**src/rtl/i2c_slave_regbank_if.sv**
```systemverilog
// Byte-level handshake between an I2C slave core and the register bank behind it.
interface i2c_slave_regbank_if;
    logic       busy;
    logic       data_available;
    logic       data_request;
    logic [7:0] data_o;
    logic [7:0] data_i;

    // master: the I2C slave core that owns the bus-side byte stream
    modport master (
        output busy, data_available, data_request, data_o,
        input  data_i
    );

    // slave: the register bank consuming/serving those bytes
    modport slave (
        input  busy, data_available, data_request, data_o,
        output data_i
    );
endinterface

```
**src/rtl/i2c_slave_regbank.sv**
```systemverilog
// Register-bank adapter for an I2C slave byte interface: pointer byte, then
// auto-incrementing writes/reads over REG_COUNT 8-bit registers.

module i2c_regbank_cell #(
    parameter logic [7:0] RESET_VAL = 8'h00
) (
    input  logic       clk,
    input  logic       rst,
    input  logic       we,
    input  logic [7:0] d,
    output logic [7:0] q,
    output logic       pulse
);
    always_ff @(posedge clk) begin
        if (rst) begin
            q     <= RESET_VAL;
            pulse <= 1'b0;
        end else begin
            pulse <= we;
            if (we) q <= d;
        end
    end
endmodule

module i2c_slave_regbank #(
    parameter int         REG_COUNT = 4,
    parameter logic [7:0] RESET_VAL = 8'h00,
    localparam int        PW        = $clog2(REG_COUNT)
) (
    input  logic                   clk,
    input  logic                   rst,
    i2c_slave_regbank_if.slave     bus,
    output logic [8*REG_COUNT-1:0] regs_o,
    output logic [REG_COUNT-1:0]   wr_pulse,
    output logic                   rd_pulse,
    output logic [PW-1:0]          ptr_o
);
    typedef enum logic [1:0] {IDLE, PTR, DATA} state_t;

    // bit 0 = busy, bit 1 = data_available, bit 2 = data_request
    logic [2:0] sync1, sync2, hist;
    logic [2:0] rise, fall;

    always_ff @(posedge clk) begin
        if (rst) begin
            sync1 <= '0;
            sync2 <= '0;
            hist  <= '0;
        end else begin
            sync1 <= {bus.data_request, bus.data_available, bus.busy};
            sync2 <= sync1;
            hist  <= sync2;
        end
    end

    assign rise = sync2 & ~hist;
    assign fall = ~sync2 & hist;

    state_t              state_q, state_d;
    logic [PW-1:0]       ptr_q, ptr_d;
    logic                wr_en;
    logic                rd_d;
    logic [REG_COUNT-1:0][7:0] regs_q;

    always_ff @(posedge clk) begin
        if (rst) begin
            state_q  <= IDLE;
            ptr_q    <= '0;
            rd_pulse <= 1'b0;
        end else begin
            state_q  <= state_d;
            ptr_q    <= ptr_d;
            rd_pulse <= rd_d;
        end
    end

    always_comb begin
        state_d = state_q;
        ptr_d   = ptr_q;
        wr_en   = 1'b0;
        rd_d    = 1'b0;
        case (state_q)
            IDLE: begin
                if (rise[0]) state_d = PTR;
            end
            PTR: begin
                // a pointer load takes precedence over a coincident read advance
                if (fall[2]) begin
                    rd_d  = 1'b1;
                    ptr_d = PW'(ptr_q + 1'b1);
                end
                if (rise[1]) begin
                    ptr_d   = bus.data_o[PW-1:0];
                    state_d = DATA;
                end
                if (fall[0]) state_d = IDLE;
            end
            DATA: begin
                wr_en = rise[1];
                rd_d  = fall[2];
                // write and read-consume in one cycle share a single advance
                if (rise[1] || fall[2]) ptr_d = PW'(ptr_q + 1'b1);
                if (fall[0]) state_d = IDLE;
            end
            default: state_d = IDLE;
        endcase
    end

    for (genvar k = 0; k < REG_COUNT; k++) begin : g_reg
        i2c_regbank_cell #(.RESET_VAL(RESET_VAL)) u_cell (
            .clk   (clk),
            .rst   (rst),
            .we    (wr_en && (ptr_q == PW'(k))),
            .d     (bus.data_o),
            .q     (regs_q[k]),
            .pulse (wr_pulse[k])
        );
    end

    always_ff @(posedge clk) begin
        if (rst) bus.data_i <= RESET_VAL;
        else     bus.data_i <= regs_q[ptr_q];
    end

    assign regs_o = regs_q;
    assign ptr_o  = ptr_q;
endmodule

```
**src/flat_wrapper.sv**
```systemverilog
// flat-port wrapper written by rule: the top's interface ports become plain ports
module i2c_slave_regbank_flat 
#(
    parameter int         REG_COUNT = 4,
    parameter logic [7:0] RESET_VAL = 8'h00,
    localparam int        PW        = $clog2(REG_COUNT)
)
  (clk, rst, regs_o, wr_pulse, rd_pulse, ptr_o, bus_busy, bus_data_available, bus_data_request, bus_data_o, bus_data_i);
  i2c_slave_regbank_if bus_i ();
  input  logic clk;
  input  logic rst;
  output logic [8*REG_COUNT-1:0] regs_o;
  output logic [REG_COUNT-1:0] wr_pulse;
  output logic rd_pulse;
  output logic [PW-1:0] ptr_o;
  input wire logic [$bits(bus_i.busy)-1:0] bus_busy;
  input wire logic [$bits(bus_i.data_available)-1:0] bus_data_available;
  input wire logic [$bits(bus_i.data_request)-1:0] bus_data_request;
  input wire logic [$bits(bus_i.data_o)-1:0] bus_data_o;
  output wire logic [$bits(bus_i.data_i)-1:0] bus_data_i;
  assign bus_i.busy = bus_busy;
  assign bus_i.data_available = bus_data_available;
  assign bus_i.data_request = bus_data_request;
  assign bus_i.data_o = bus_data_o;
  assign bus_data_i = bus_i.data_i;
  i2c_slave_regbank #(.REG_COUNT(REG_COUNT), .RESET_VAL(RESET_VAL)) u_core (.clk(clk), .rst(rst), .bus(bus_i), .regs_o(regs_o), .wr_pulse(wr_pulse), .rd_pulse(rd_pulse), .ptr_o(ptr_o));
endmodule
```
**config.mk**
```make
export PLATFORM = sky130hd
export DESIGN_NAME = i2c_slave_regbank_flat
export DESIGN_NICKNAME = d
export VERILOG_FILES = /design/src/rtl/i2c_slave_regbank_if.sv /design/src/rtl/i2c_slave_regbank.sv /design/src/flat_wrapper.sv
export SDC_FILE = /design/constraint.sdc
export NUM_CORES = 1
export LEC_CHECK = 0
export ABC_AREA = 1
export CORE_MARGIN = 5
export CORE_UTILIZATION = 48
export DETAILED_ROUTE_END_ITERATION = 7
export PLACE_DENSITY = 0.83
export SLEW_MARGIN = 20
export SYNTH_ARGS = -nofsm -noshare
export SYNTH_HDL_FRONTEND = slang
export SYNTH_HIERARCHICAL = 1
export SYNTH_SLANG_ARGS = --single-unit
```
**constraint.sdc**
```tcl
create_clock -name clk -period 1.85 [get_ports clk]
set_input_delay 0.2775 -clock clk [delete_from_list [all_inputs] [get_ports clk]]
set_output_delay 0.2775 -clock clk [all_outputs]
set_load 0.02 [all_outputs]
```
==> results of run 1 <==
==> power groups by stage <==
stage | Sequential [µW] | Clock (µW) | Combinational [µW]
3_3_place_gp | 1370 | 0 | 542
4_1_cts | 1350 | 1050 | 579
5_1_grt | 1360 | 1100 | 656
6_report | 1350 | 1020 | 584
3_5_place_dp | 1380 | 0 | 576
2_1_floorplan | 1400 | 0 | 370
==> metrics by stage <==
step / setup WS, ps / hold WS (ps) / utilization, % / instance area, µm² / cells
final: 152 / 405 / 65.0 / 3380 / 525
after global routing: 88.4 / 435 / 65.0 / 3380 / 525
after CTS: 132 / 408 / 65.0 / 3380 / 525
after detailed placement: 342 / 397 / 61.7 / 3210 / 509
after global placement: 379 / 390 / 61.7 / 3210 / 509
after floorplan: 209 / 348 / - / 2610 / 384
==> timing repair <==
action                                 4_1_cts  5_1_grt
endpoints found under the hold margin        0        0
gates resized for setup                      1        0
hold buffers                                 0        0
setup endpoints to repair                    1        0
setup buffers                                0        0
==> metal layers <==
layer / up-vias / GRT usage, % / wire (µm)
li1: 1242 / - / -
met1: 1067 / 22.3 / 2630
met2: 93 / 33.7 / 3200
met3: 17 / 5.43 / 442
met4: 0 / 11.0 / 165
met5: - / 0 / 0
==> synth_stat cells <==
master / number / share of area (%)
o21ai_1: 9 / 1.7
dfxtp_1: 58 / 44
a21oi_1: 10 / 1.9
o21ai_0: 9 / 1.7
inv_1: 62 / 8.9
inv_2: 6 / 0.86
ha_1: 7 / 3.4
buf_12: 1 / 0.77
nand3_1: 1 / 0.19
nand4_1: 1 / 0.24
buf_2: 2 / 0.38
nand2_2: 4 / 0.96
nor2_2: 6 / 1.4
buf_6: 11 / 4.7
nand2_1: 81 / 12
nor2_1: 116 / 17
==> state kept, by name, summed over array words and instances (netlist names), 2 cells and up <==
register	cells
u_core/bus.data_i	8
u_core/state_q	2
u_core/ptr_o	2
u_core/g.u_cell/q	32
u_core/g.u_cell/pulse	4
u_core/sync1	3
u_core/sync2	3
u_core/hist	3
==> cell type report <==
type / count / area share, %
clock buffer: 10 / 3.77
clock inverter: 6 / 1.29
inverter: 68 / 7.54
multi-input combinational: 244 / 30.8
sequential: 58 / 34.4
tap: 70 / 2.59
timing repair buffer: 69 / 19.7
==> how the worst max path moves through the flow <==
stage,to,slack [ps],cells past startpoint
final,ptr_o[0],150,1
after floorplan,u_core/g_reg[0].u_cell/q[6],210,10
after CTS,ptr_o[0],130,1
after global routing,ptr_o[0],90,1
after global placement,ptr_o[0],380,1
after detailed placement,u_core/g_reg[0].u_cell/q[6],340,4
==> cells by family after synthesis <==
kind of cell | synth area share, %
buffers and inverters | 15.7
AO/OA/AOI/OAI | 5.37
flip-flops | 44.5
adder cells (fa/ha/maj) | 3.35
AND/OR/NAND/NOR | 31.1
==> results.md, run 1 <==
* Status: completed
* Hold Path Origin: u_core/sync1[0]
* Hold Path Cell Cnt at 2
* Hold WC Path Type: reg -> reg
* Period minus WS final at 1700 ps
* Initial core utilization at 50.2%
* Worst r2r path cells at 8
* Worst-Skew Late Latency at 340 ps
* WS Path Type: reg -> out
* Most common cell after layout, fill and taps aside: nor2_1
* WL/cell at 12.3 µm
* Most frequent cells in the layout: nor2_1, nand2_1, inv_1, clkdlybuf4s50_1, dfxtp_1
* Part of the power in registers at 45.8%
* Clock power frac at 34.5%
* First-pass GRT wire length at 11,000 µm
* Maximum fanout along the worst path at 10
* Initial antenna violation count at 0
* Net count of the mapped netlist at 404
* Vias in the first global route at 2,405
* Slew @ Worst Pin at 427 ps
* Slew margin rel. at 71.2%
* Sequential share of the synthesized area at 44.5%
* LEAKAGE at 0.00154 µW
* Post-DP HPWL at 4650 µm
* Largest net degree at the start of global routing at 18
* Clock-pin slew on the worst setup and hold paths at 70 ps
* Crit share post-route at 91.8%
* Total number of vias at 2,419
* Combinational fraction of design power at 19.8%
* Ant diodes at 0
* Worst r2r dst: u_core/g_reg[0].u_cell/q[5]
* Final setup TNS at 0 ps
* Footprint of the multi-input gates at 1040 µm²
* FMAX at 0.589 GHz
* Chip Height at 83.8 µm
* Post-synth cell types at 16
* DRT Wirelength at 6430 µm
* Crit-path leading delay family: buffers and inverters
* Initial DRC Count at 191
* # clock sinks at 58
* Worst-path cell chain: clkdlybuf4s50_1
* Worst IR Drop VDD at 0.000617 V
* PD cells at 873 nW/µm²
* Residual DRC count at 0
* Post-Syn Area at 2610 µm²
* Share of cells above drive strength 1 at 9.23%
* Worst EP required at 1570 ps
* Root buf cell: clkbuf_8
* Bufs on Longest Clock Path at 2
* CP max-delay cell: clkdlybuf4s50_1
* RePlAce Congestion at 0.853
* Initial DRT Pass Iterations at 4
* Hold Path End: u_core/sync2[0]
* Core area at 5200 µm²
* RSZ-0062 raised after global routing: false
* Int Power at 2030 µW
* Port Buffers at 59
* Reg area at 1160 µm²
* Crit path from: u_core/ptr_o[0]
* TritonCTS Buffers at 9
* Flop-to-flop setup slack at 390 ps
* Setup crit start kind: flop
* Filler cell count at 469
* Crit path capture type: output pin
* Nets at 470
* Switching share of power at 31.3%
* Worst path bufs/invs at 1
* CTS tree: yes
* ANT nets after route at 0
* Worst reg2reg path startpoint: u_core/state_q[0]
* Total gr overflow at 0
* Synthesized instance count at 384
* Syn avg cell area at 6.80 µm²
* Synth warnings at 6
* Vias/cell at 4.61
* Area grow syn2layout at 29.6%
* H-tree depth at 3
* Clock skew at 6.55 ps
* Die ar. at 7010 µm²
* Crit-path max cell delay at 640 ps
* # rows at 26
* Post-layout power at 2950 µW
* Die Wd at 83.8 µm
* Sw Pwr at 923 µW
* IO Count at 60
* Slew Viols, Final at 0
* Setup violators final at 0
* Flops & latches, synth at 58
* Max_cap viols at 0
* CP arrival at 1420 ps
* Total GRT Usage at 19.8%
* Fin. Hold Viols at 0
Note: power is estimated with default switching activity, not from simulation.
==> run 2, diff against run 1 <==
--- a/config.mk
+++ b/config.mk
@@ -6,7 +6,6 @@
 export NUM_CORES = 1
 export LEC_CHECK = 0
 export ABC_AREA = 1
-export CORE_MARGIN = 5
 export CORE_UTILIZATION = 48
 export DETAILED_ROUTE_END_ITERATION = 7
 export PLACE_DENSITY = 0.83
==> results.md, run 2 (same netlist as run 1, synthesis figures left out) <==
* Setup WS post-layout at 149 ps
* Most frequent cells in the layout: nor2_1, nand2_1, inv_1, clkdlybuf4s50_1, dfxtp_1
* Period minus WS final at 1700 ps
* Worst-Skew Late Latency at 340 ps
* Area grow syn2layout at 31.1%
* Initial DRT Pass Iterations at 5
* Crit share post-route at 92.0%
* Crit-path max cell delay at 650 ps
* Status: completed
* Maximum fanout along the worst path at 5
* TritonCTS Buffers at 9
* Slew margin rel. at 69.1%
* Die Wd at 75.8 µm
* Setup crit start kind: flop
* Setup violators final at 0
* Cts hold-fix bufs at 0
* Crit-path leading delay family: buffers and inverters
* Final setup TNS at 0 ps
* Worst-path cell chain: clkdlybuf4s50_1
* Top flop regs: u_core/g.u_cell/q x32, u_core/bus.data_i x8, u_core/g.u_cell/pulse x4
* Ant diodes at 0
* Max_cap viols at 0
* DRT Wirelength at 5940 µm
* Total number of vias at 2,461
* Total GRT Usage at 23.1%
* Post_cts resized at 0
* Residual DRC count at 0
* Root buf cell: clkbuf_8
* Worst IR Drop VDD at 0.000593 V
* LEAKAGE at 0.00156 µW
* # clock sinks at 58
* Max reg flops at 32
* Clock skew at 5.99 ps
* FMAX at 0.588 GHz
* Hold WC Path Type: reg -> reg
* WL/cell at 11.4 µm
* Top routing layer used: met4
* First-pass GRT wire length at 9650 µm
* Vias in the first global route at 2,174
* Met1 Routed Length at 2710 µm
* Die ar. at 5740 µm²
* WS Path Type: reg -> out
* Bufs on Longest Clock Path at 2
* Worst path bufs/invs at 1
* Post-layout power at 3250 µW
* Nets at 468
* Top reg by flops: u_core/g.u_cell/q
* Core area at 5170 µm²
* Post-place setup slack at 339 ps
* Met3 WL at 377 µm
* Fin. Hold Viols at 0
* RSZ-0062 raised after global routing: false
* Clock-pin slew on the worst setup and hold paths at 60 ps
* PD cells at 949 nW/µm²
* Total gr overflow at 0
* ANT nets after route at 0
* Port Buffers at 59
* Initial DRC Count at 216
* Most common cell after layout, fill and taps aside: nor2_1
* Share of cells above drive strength 1 at 8.61%
* Chip Height at 75.8 µm
* CTS tree: yes
* Slew @ Worst Pin at 459 ps
* Met2 WL at 2750 µm
* Initial core utilization at 50.5%
* CP arrival at 1420 ps
* Vias/cell at 4.71
* RePlAce Congestion at 0.873
* Filler cell count at 441
* IO Count at 60
* Largest net degree at the start of global routing at 20
* Worst EP required at 1570 ps
* Initial antenna violation count at 0
* Slew Viols, Final at 0
* Post-DP HPWL at 4120 µm
* CP max-delay cell: clkdlybuf4s50_1
* Setup bufs post-CTS at 0
* # rows at 26
* Crit path capture type: output pin
* H-tree depth at 3
## run 2: path summary, 6_finish.rpt
kind                                   endpoint  slack, ps         startpoint  cells after the start
worst max-delay path                   ptr_o[1]        150    u_core/ptr_o[1]                      1
worst min-delay path            u_core/sync2[1]        400    u_core/sync1[1]                      2
worst max register to register  u_core/ptr_o[1]        340  u_core/state_q[0]                      6
worst min register to register  u_core/sync2[1]        400    u_core/sync1[1]                      2
## run 2: worst reg2reg max path: stages, from the launching register on
cell	delay, ps
dfxtp_1	390
inv_1	80
ha_1	250
o21ai_0	400
nand2_1	140
nand2_1	100
nor2_1	50
## run 2: area by class of cell
type	instances	area [µm²]	area share, %
inverters	68	255	7.45
well taps	70	87.6	2.56
flip-flops and latches	58	1160	33.9
clock buffers	12	155	4.53
clock inverters	4	73.8	2.16
repair buffers	67	651	19.0
multi-input cells	244	1040	30.4
## run 2: stage by stage
stage	utilization, %	hold slack [ps]	std cells	area [µm²]
final	66.2	402	523	3420
after global routing	66.2	425	523	3420
after CTS	66.2	405	523	3420
after detailed placement	61.8	396	507	3200
after global placement	61.8	389	507	3200
after floorplan	-	348	384	2610
## run 2: where the power goes
part / leakage, µW / switching [µW] / total, µW / internal (µW)
sequential: 0.000469 / 42.9 / 1350 / 1310
clock: 0.000117 / 492 / 1320 / 832
combinational: 0.000973 / 352 / 576 / 223
total: 0.00156 / 887 / 3250 / 2360
## run 2: metal layers
metal	track usage [%]	vias to the layer above
met5	0	-
met4	11.3	0
met3	6.22	11
met2	34.7	96
met1	30.7	1112
li1	-	1242
==> run 3, diff against run 2 <==
--- a/config.mk
+++ b/config.mk
@@ -7,6 +7,7 @@
 export LEC_CHECK = 0
 export ABC_AREA = 1
 export CORE_UTILIZATION = 48
+export CTS_CLUSTER_SIZE = 8
 export DETAILED_ROUTE_END_ITERATION = 7
 export PLACE_DENSITY = 0.83
 export SLEW_MARGIN = 20
==> results of run 3 <==
No change in the layout: final DEF, timing and power equal those of run 2.
